<file path="config.mk">
export PLATFORM = sky130hd
export DESIGN_NAME = pipeline_ctrl_flat
export DESIGN_NICKNAME = d
export VERILOG_FILES = /design/src/rtl/rv32i_types.sv /design/src/rtl/pipeline_ctrl_if.sv /design/src/rtl/hazard_detect.sv /design/src/rtl/pipeline_ctrl.sv /design/src/flat_wrapper.sv
export SDC_FILE = /design/constraint.sdc
export NUM_CORES = 1
export LEC_CHECK = 0
export CAP_MARGIN = 10
export CORE_AREA = 2 2 39 41
export DETAILED_ROUTE_END_ITERATION = 10
export DIE_AREA = 0 0 41 43
export PLACE_DENSITY_LB_ADDON = 0.08
export SETUP_SLACK_MARGIN = 0.4
export SLEW_MARGIN = 20
export SYNTH_ARGS = -nofsm -noshare
export SYNTH_HDL_FRONTEND = slang
export SYNTH_SLANG_ARGS = --single-unit
</file>
<file path="constraint.sdc">
create_clock -name clk -period 2.6 [get_ports clk]
set_input_delay 0.39 -clock clk [delete_from_list [all_inputs] [get_ports clk]]
set_output_delay 0.39 -clock clk [all_outputs]
set_load 0.01 [all_outputs]
</file>
<file path="src/rtl/rv32i_types.sv">
// Shared types for the pipeline controller: control FSM states and register-index width.
package rv32i_types;

  localparam int unsigned RegIdxW = 5;

  typedef enum logic {
    StRun   = 1'b0,
    StDrain = 1'b1
  } ctrl_state_e;

endpackage

</file>
<file path="src/rtl/pipeline_ctrl_if.sv">
// Control bus between the datapath (master) and pipeline_ctrl (slave).
// Counter signals exist only when PIPE_CTRL_PERF_EN is defined.
interface pipeline_ctrl_if #(
  parameter int unsigned PERF_W = 32
);
  import rv32i_types::*;

  logic               imem_stall;
  logic               dmem_stall;
  logic [RegIdxW-1:0] id_rs1_idx;
  logic [RegIdxW-1:0] id_rs2_idx;
  logic               id_uses_rs1;
  logic               id_uses_rs2;
  logic [RegIdxW-1:0] ex_rd;
  logic               ex_is_load;
  logic               ex_mispredict;

  logic               load_pc;
  logic               load_if_id;
  logic               load_id_ex;
  logic               load_ex_mem;
  logic               load_mem_wb;
  logic               flush_if_id;
  logic               flush_id_ex;
  logic               ctrl_state;
`ifdef PIPE_CTRL_PERF_EN
  logic [PERF_W-1:0]  stall_cycles;
  logic [PERF_W-1:0]  flush_count;
`endif

  modport master (
    output imem_stall, dmem_stall, id_rs1_idx, id_rs2_idx, id_uses_rs1, id_uses_rs2,
           ex_rd, ex_is_load, ex_mispredict,
    input  load_pc, load_if_id, load_id_ex, load_ex_mem, load_mem_wb,
           flush_if_id, flush_id_ex, ctrl_state
`ifdef PIPE_CTRL_PERF_EN
    , input stall_cycles, flush_count
`endif
  );

  modport slave (
    input  imem_stall, dmem_stall, id_rs1_idx, id_rs2_idx, id_uses_rs1, id_uses_rs2,
           ex_rd, ex_is_load, ex_mispredict,
    output load_pc, load_if_id, load_id_ex, load_ex_mem, load_mem_wb,
           flush_if_id, flush_id_ex, ctrl_state
`ifdef PIPE_CTRL_PERF_EN
    , output stall_cycles, flush_count
`endif
  );

endinterface

</file>
<file path="src/rtl/hazard_detect.sv">
// Load-use hazard compare: the load in EX writes a register the ID instruction reads.
// x0 is never a real dependency.
module hazard_detect
  import rv32i_types::*;
(
  input  logic               i_ex_is_load,
  input  logic [RegIdxW-1:0] i_ex_rd,
  input  logic [RegIdxW-1:0] i_rs1_idx,
  input  logic [RegIdxW-1:0] i_rs2_idx,
  input  logic               i_uses_rs1,
  input  logic               i_uses_rs2,
  output logic               o_hazard
);

  logic w_rs1_match;
  logic w_rs2_match;

  assign w_rs1_match = i_uses_rs1 && (i_rs1_idx == i_ex_rd);
  assign w_rs2_match = i_uses_rs2 && (i_rs2_idx == i_ex_rd);
  assign o_hazard    = i_ex_is_load && (i_ex_rd != '0) && (w_rs1_match || w_rs2_match);

endmodule

</file>
<file path="src/rtl/pipeline_ctrl.sv">
// Five-stage pipeline stall/flush controller. Outputs are combinational from the
// RUN/DRAIN FSM and the inputs. Optional performance counters: PIPE_CTRL_PERF_EN.
module pipeline_ctrl
  import rv32i_types::*;
#(
  parameter int unsigned PERF_W = 32
) (
  input logic           clk,
  input logic           rst,
  pipeline_ctrl_if.slave bus
);

  ctrl_state_e r_state;
  ctrl_state_e w_state_d;
  logic        w_hazard;
  logic        w_load_pc, w_load_if_id, w_load_id_ex, w_load_ex_mem, w_load_mem_wb;
  logic        w_flush_if_id, w_flush_id_ex;

  hazard_detect u_hazard_detect (
    .i_ex_is_load (bus.ex_is_load),
    .i_ex_rd      (bus.ex_rd),
    .i_rs1_idx    (bus.id_rs1_idx),
    .i_rs2_idx    (bus.id_rs2_idx),
    .i_uses_rs1   (bus.id_uses_rs1),
    .i_uses_rs2   (bus.id_uses_rs2),
    .o_hazard     (w_hazard)
  );

  // FSM state register; reset abandons any pending wrong-path discard.
  always_ff @(posedge clk) begin
    if (rst) r_state <= StRun;
    else     r_state <= w_state_d;
  end

  // Prioritised load/flush decode and next state.
  always_comb begin
    w_load_pc     = 1'b0;
    w_load_if_id  = 1'b0;
    w_load_id_ex  = 1'b0;
    w_load_ex_mem = 1'b0;
    w_load_mem_wb = 1'b0;
    w_flush_if_id = 1'b0;
    w_flush_id_ex = 1'b0;
    w_state_d     = r_state;
    if (rst) begin
      w_state_d = StRun;
    end else if (bus.dmem_stall) begin
      // Whole pipe frozen; EX holds, so a mispredict is seen again afterwards.
    end else if (bus.ex_mispredict) begin
      w_load_pc     = 1'b1;
      w_load_if_id  = 1'b1;
      w_load_id_ex  = 1'b1;
      w_load_ex_mem = 1'b1;
      w_load_mem_wb = 1'b1;
      w_flush_if_id = 1'b1;
      w_flush_id_ex = 1'b1;
      // Redirect fetch is still outstanding: the fetch that lands is wrong-path.
      w_state_d     = bus.imem_stall ? StDrain : StRun;
    end else if (bus.imem_stall || (r_state == StRun && w_hazard)) begin
      w_load_id_ex  = 1'b1;
      w_flush_id_ex = 1'b1;
      w_load_ex_mem = 1'b1;
      w_load_mem_wb = 1'b1;
    end else if (r_state == StDrain) begin
      w_load_if_id  = 1'b1;
      w_flush_if_id = 1'b1;
      w_load_id_ex  = 1'b1;
      w_flush_id_ex = 1'b1;
      w_load_ex_mem = 1'b1;
      w_load_mem_wb = 1'b1;
      w_state_d     = StRun;
    end else begin
      w_load_pc     = 1'b1;
      w_load_if_id  = 1'b1;
      w_load_id_ex  = 1'b1;
      w_load_ex_mem = 1'b1;
      w_load_mem_wb = 1'b1;
    end
  end

  assign bus.load_pc     = w_load_pc;
  assign bus.load_if_id  = w_load_if_id;
  assign bus.load_id_ex  = w_load_id_ex;
  assign bus.load_ex_mem = w_load_ex_mem;
  assign bus.load_mem_wb = w_load_mem_wb;
  assign bus.flush_if_id = w_flush_if_id;
  assign bus.flush_id_ex = w_flush_id_ex;
  assign bus.ctrl_state  = r_state;

`ifdef PIPE_CTRL_PERF_EN
  logic [PERF_W-1:0] r_stall_cycles;
  logic [PERF_W-1:0] r_flush_count;

  // Wrapping counters: cycles without a PC load, and IF/ID flushes.
  always_ff @(posedge clk) begin
    if (rst) begin
      r_stall_cycles <= '0;
      r_flush_count  <= '0;
    end else begin
      if (!w_load_pc)    r_stall_cycles <= r_stall_cycles + PERF_W'(1);
      if (w_flush_if_id) r_flush_count  <= r_flush_count + PERF_W'(1);
    end
  end

  assign bus.stall_cycles = r_stall_cycles;
  assign bus.flush_count  = r_flush_count;
`endif

endmodule

</file>
<file path="src/flat_wrapper.sv">
// flat-port wrapper written by rule: the top's interface ports become plain ports
module pipeline_ctrl_flat import rv32i_types::*;
#(
  parameter int unsigned PERF_W = 32
)
  (clk, rst, bus_imem_stall, bus_dmem_stall, bus_id_rs1_idx, bus_id_rs2_idx, bus_id_uses_rs1, bus_id_uses_rs2, bus_ex_rd, bus_ex_is_load, bus_ex_mispredict, bus_load_pc, bus_load_if_id, bus_load_id_ex, bus_load_ex_mem, bus_load_mem_wb, bus_flush_if_id, bus_flush_id_ex, bus_ctrl_state);
  pipeline_ctrl_if #(.PERF_W(PERF_W)) bus_i ();
  input logic clk;
  input logic rst;
  input wire logic [$bits(bus_i.imem_stall)-1:0] bus_imem_stall;
  input wire logic [$bits(bus_i.dmem_stall)-1:0] bus_dmem_stall;
  input wire logic [$bits(bus_i.id_rs1_idx)-1:0] bus_id_rs1_idx;
  input wire logic [$bits(bus_i.id_rs2_idx)-1:0] bus_id_rs2_idx;
  input wire logic [$bits(bus_i.id_uses_rs1)-1:0] bus_id_uses_rs1;
  input wire logic [$bits(bus_i.id_uses_rs2)-1:0] bus_id_uses_rs2;
  input wire logic [$bits(bus_i.ex_rd)-1:0] bus_ex_rd;
  input wire logic [$bits(bus_i.ex_is_load)-1:0] bus_ex_is_load;
  input wire logic [$bits(bus_i.ex_mispredict)-1:0] bus_ex_mispredict;
  output wire logic [$bits(bus_i.load_pc)-1:0] bus_load_pc;
  output wire logic [$bits(bus_i.load_if_id)-1:0] bus_load_if_id;
  output wire logic [$bits(bus_i.load_id_ex)-1:0] bus_load_id_ex;
  output wire logic [$bits(bus_i.load_ex_mem)-1:0] bus_load_ex_mem;
  output wire logic [$bits(bus_i.load_mem_wb)-1:0] bus_load_mem_wb;
  output wire logic [$bits(bus_i.flush_if_id)-1:0] bus_flush_if_id;
  output wire logic [$bits(bus_i.flush_id_ex)-1:0] bus_flush_id_ex;
  output wire logic [$bits(bus_i.ctrl_state)-1:0] bus_ctrl_state;
  assign bus_i.imem_stall = bus_imem_stall;
  assign bus_i.dmem_stall = bus_dmem_stall;
  assign bus_i.id_rs1_idx = bus_id_rs1_idx;
  assign bus_i.id_rs2_idx = bus_id_rs2_idx;
  assign bus_i.id_uses_rs1 = bus_id_uses_rs1;
  assign bus_i.id_uses_rs2 = bus_id_uses_rs2;
  assign bus_i.ex_rd = bus_ex_rd;
  assign bus_i.ex_is_load = bus_ex_is_load;
  assign bus_i.ex_mispredict = bus_ex_mispredict;
  assign bus_load_pc = bus_i.load_pc;
  assign bus_load_if_id = bus_i.load_if_id;
  assign bus_load_id_ex = bus_i.load_id_ex;
  assign bus_load_ex_mem = bus_i.load_ex_mem;
  assign bus_load_mem_wb = bus_i.load_mem_wb;
  assign bus_flush_if_id = bus_i.flush_if_id;
  assign bus_flush_id_ex = bus_i.flush_id_ex;
  assign bus_ctrl_state = bus_i.ctrl_state;
  pipeline_ctrl #(.PERF_W(PERF_W)) u_core (.clk(clk), .rst(rst), .bus(bus_i));
endmodule
</file>
==> qor.yml <==
timing:
  fin_crit_ns: 2.14
  fmax_mhz: 467
  drv_slew: 0
  slew_headroom: 0.852
  period_share: 0.823
  skew_ns: 0
  hold_viol_final: 0
  setup_violations: 0
  holdWs_ns: 0.583
  fin_ws_ns: 0.461
  tightest_slew_ns: 0.222
  grt_setup_unrepaired: "no"
worst_setup_path:
  critPathLaunchType: "primary input"
  reg2reg_from: "u_core.bus.ctrl_state"
  worstSetupPathType: "in2out"
  cp_cell_sequence: "dlygate4sd2_1 > or4_4 > o21ai_2 > buf_4 > nor3_1 > a21oi_1 > buf_2"
  crit_path_max_incr_delay_ns: 0.53
  cp.arrival_ns: 1.75
  r2r_slack_ns: 1.90
  crit_slowest_cell: "or4_4"
  rr_endpoint: "u_core.bus.ctrl_state"
  critPathBufInv: 3
  worstRegToRegCells: 2
  cp.required_ns: 2.21
  end_kind: "output pin"
  crit_family: "simple AND/OR/NAND/NOR gates"
  cp_max_fo: 2
floorplan:
  fp-row-count: 14
  die-area_um2: 1760
  start_util: 0.183
  core_um2: 1380
  io_pins: 31
  die_y_um: 43
  die_x_um: 41
worst_hold_path:
  hold_path_class: "reg2reg"
  holdCritStartpoint: "u_core.bus.ctrl_state"
  hold_depth: 2
  whs_endpoint: "u_core.bus.ctrl_state"
global_routing:
  grt_pass1_wl_um: 1270
  grt_usage: 0.0959
  antenna_found_initial: 0
  overflow: 0
  grt_max_degree: 8
  grt_pass1_vias: 341
place:
  dp_cells: 87
  dp_hpwl_um: 739
  dp_slack_ns: -0.0856
  gp_congestion: 0.699
  portBuffers: 30
finish:
  layout_common_cells: "clkdlybuf4s50_1, xnor2_1, buf_4"
  drive_above_1_share: 0.194
  num-nets-final: 97
  seqCellArea_um2: 20.0
  multi_input_area_um2: 223
  area_growth_pct: 139
  layout_commonest_cell: "clkdlybuf4s50_1"
  largest_register_ffs: 1
  final_cells: 88
  nFillCells: 170
  n_antenna_cell: 0
  utilization: 0.436
synth:
  synth_top_family_by_area: "XOR/XNOR gates"
  synthDistinctLibCells: 16
  synth_compound_area_frac: 0.272
  syn_inst: 37
  yosys.area_share.simple: 0.213
  synth.avg_cell_area_um2: 6.83
  synth_area_um2: 253
  ys_ff_latch: 1
  synth.net_count: 60
  yosysWarnings: 0
  synthMuxAreaShare: 0
  yosys.area.top_type: "xnor2_1"
  synth_fa_ha_area_frac: 0
  synth_xor_area_frac: 0.347
  ys_seq_area_frac: 0.0792
  synthTopCellsByArea: "xnor2_1, a21oi_1, dfxtp_1, nor3_1, buf_4"
  synth_top_cell_area_share: 0.347
drt:
  wl_per_cell_um: 8.99
  drc: 0
  drtIter0Drc: 2
  drtPass1Iterations: 2
  wirelength_um: 791
  ant_nets: 0
  route.vias.total: 368
  drt-vias-per-instance: 4.18
cts:
  cts_hold_buf: 0
  worst_skew_pair.late_latency_ns: 0
  clk_pin_slew_ns: 0
pwr:
  ir_worst_vdd_v: 0.0000590
  power_density_nw_per_um2: 179
  p_total_uw: 108
  p_leak_uw: 0.000240
status:
  status: "finished, final reports clean"
run:
  max_cap_violations: 0
==> logic make-up (layout without fill, tap and decap cells) <==
logic type,Yosys count,count (layout)
AO/OA/AOI/OAI,11,11
AND/OR/NAND/NOR,11,11
XOR/XNOR,10,10
buffers and inverters,4,39
flip-flops,1,1
==> synth_stat cells, drive strengths merged <==
master  number
nor3         3
inv          2
o22ai        1
nand2        2
or4          1
a211oi       1
o21ai        3
nand4        2
nor2         3
a21o         1
buf          2
a21oi        4
xnor2       10
o31a         1
dfxtp        1
==> repair_timing <==
action,in CTS,in global routing
endpoints found under the setup margin,3,3
resized for setup,18,1
pin swaps,3,0
hold endpoints to repair,0,0
setup buffers,1,0
==> stage by stage <==
step,setup TNS (ns),area (µm²)
3_5_place_dp,-0.203,603
3_3_place_gp,-0.165,603
2_1_floorplan,0,253
5_1_grt,0,603
6_report,0,603
4_1_cts,0,601
==> worst reg2reg max path: stages, from the launching register on <==
cell      delay (ns)
dfxtp_1         0.40
a21oi_1         0.06
a211oi_1        0.15
==> final cells by class <==
| type | count | share of cell area |
|---|---|---|
| inverters | 2 | 0.0124 |
| multi-input cells | 32 | 0.369 |
| flip-flops and latches | 1 | 0.0332 |
| well taps | 16 | 0.0332 |
| repair buffers | 37 | 0.552 |
==> worst max-delay path by stage <==
stage	from	endpoint	slack, ns	depth (start not counted)
floorplan	bus_ex_rd[3]	bus_load_if_id	0.85	4
global placement	bus_ex_rd[4]	bus_load_if_id	-0.08	6
detailed placement	bus_ex_rd[4]	bus_load_if_id	-0.09	6
CTS	bus_dmem_stall	bus_load_id_ex	0.44	4
global route	bus_ex_mispredict	bus_flush_if_id	0.40	4
finish	bus_ex_rd[3]	bus_load_if_id	0.46	7
==> where the power goes <==
part | switching [µW] | total, µW | internal, µW
Clock | 0 | 0 | 0
Sequential | 1.32 | 17.9 | 16.6
Combinational | 31.3 | 89.8 | 58.6
Total | 32.6 | 108 | 75.1
==> per-layer routing <==
metal  vias up  track usage  share of wire
met5         -            0              0
met2        19        0.181           0.52
met3         0            0          0.091
met1       148        0.120           0.39
met4         0            0              0
li1        201            -              -
No activity file was read; power rests on OpenSTA's default activity.
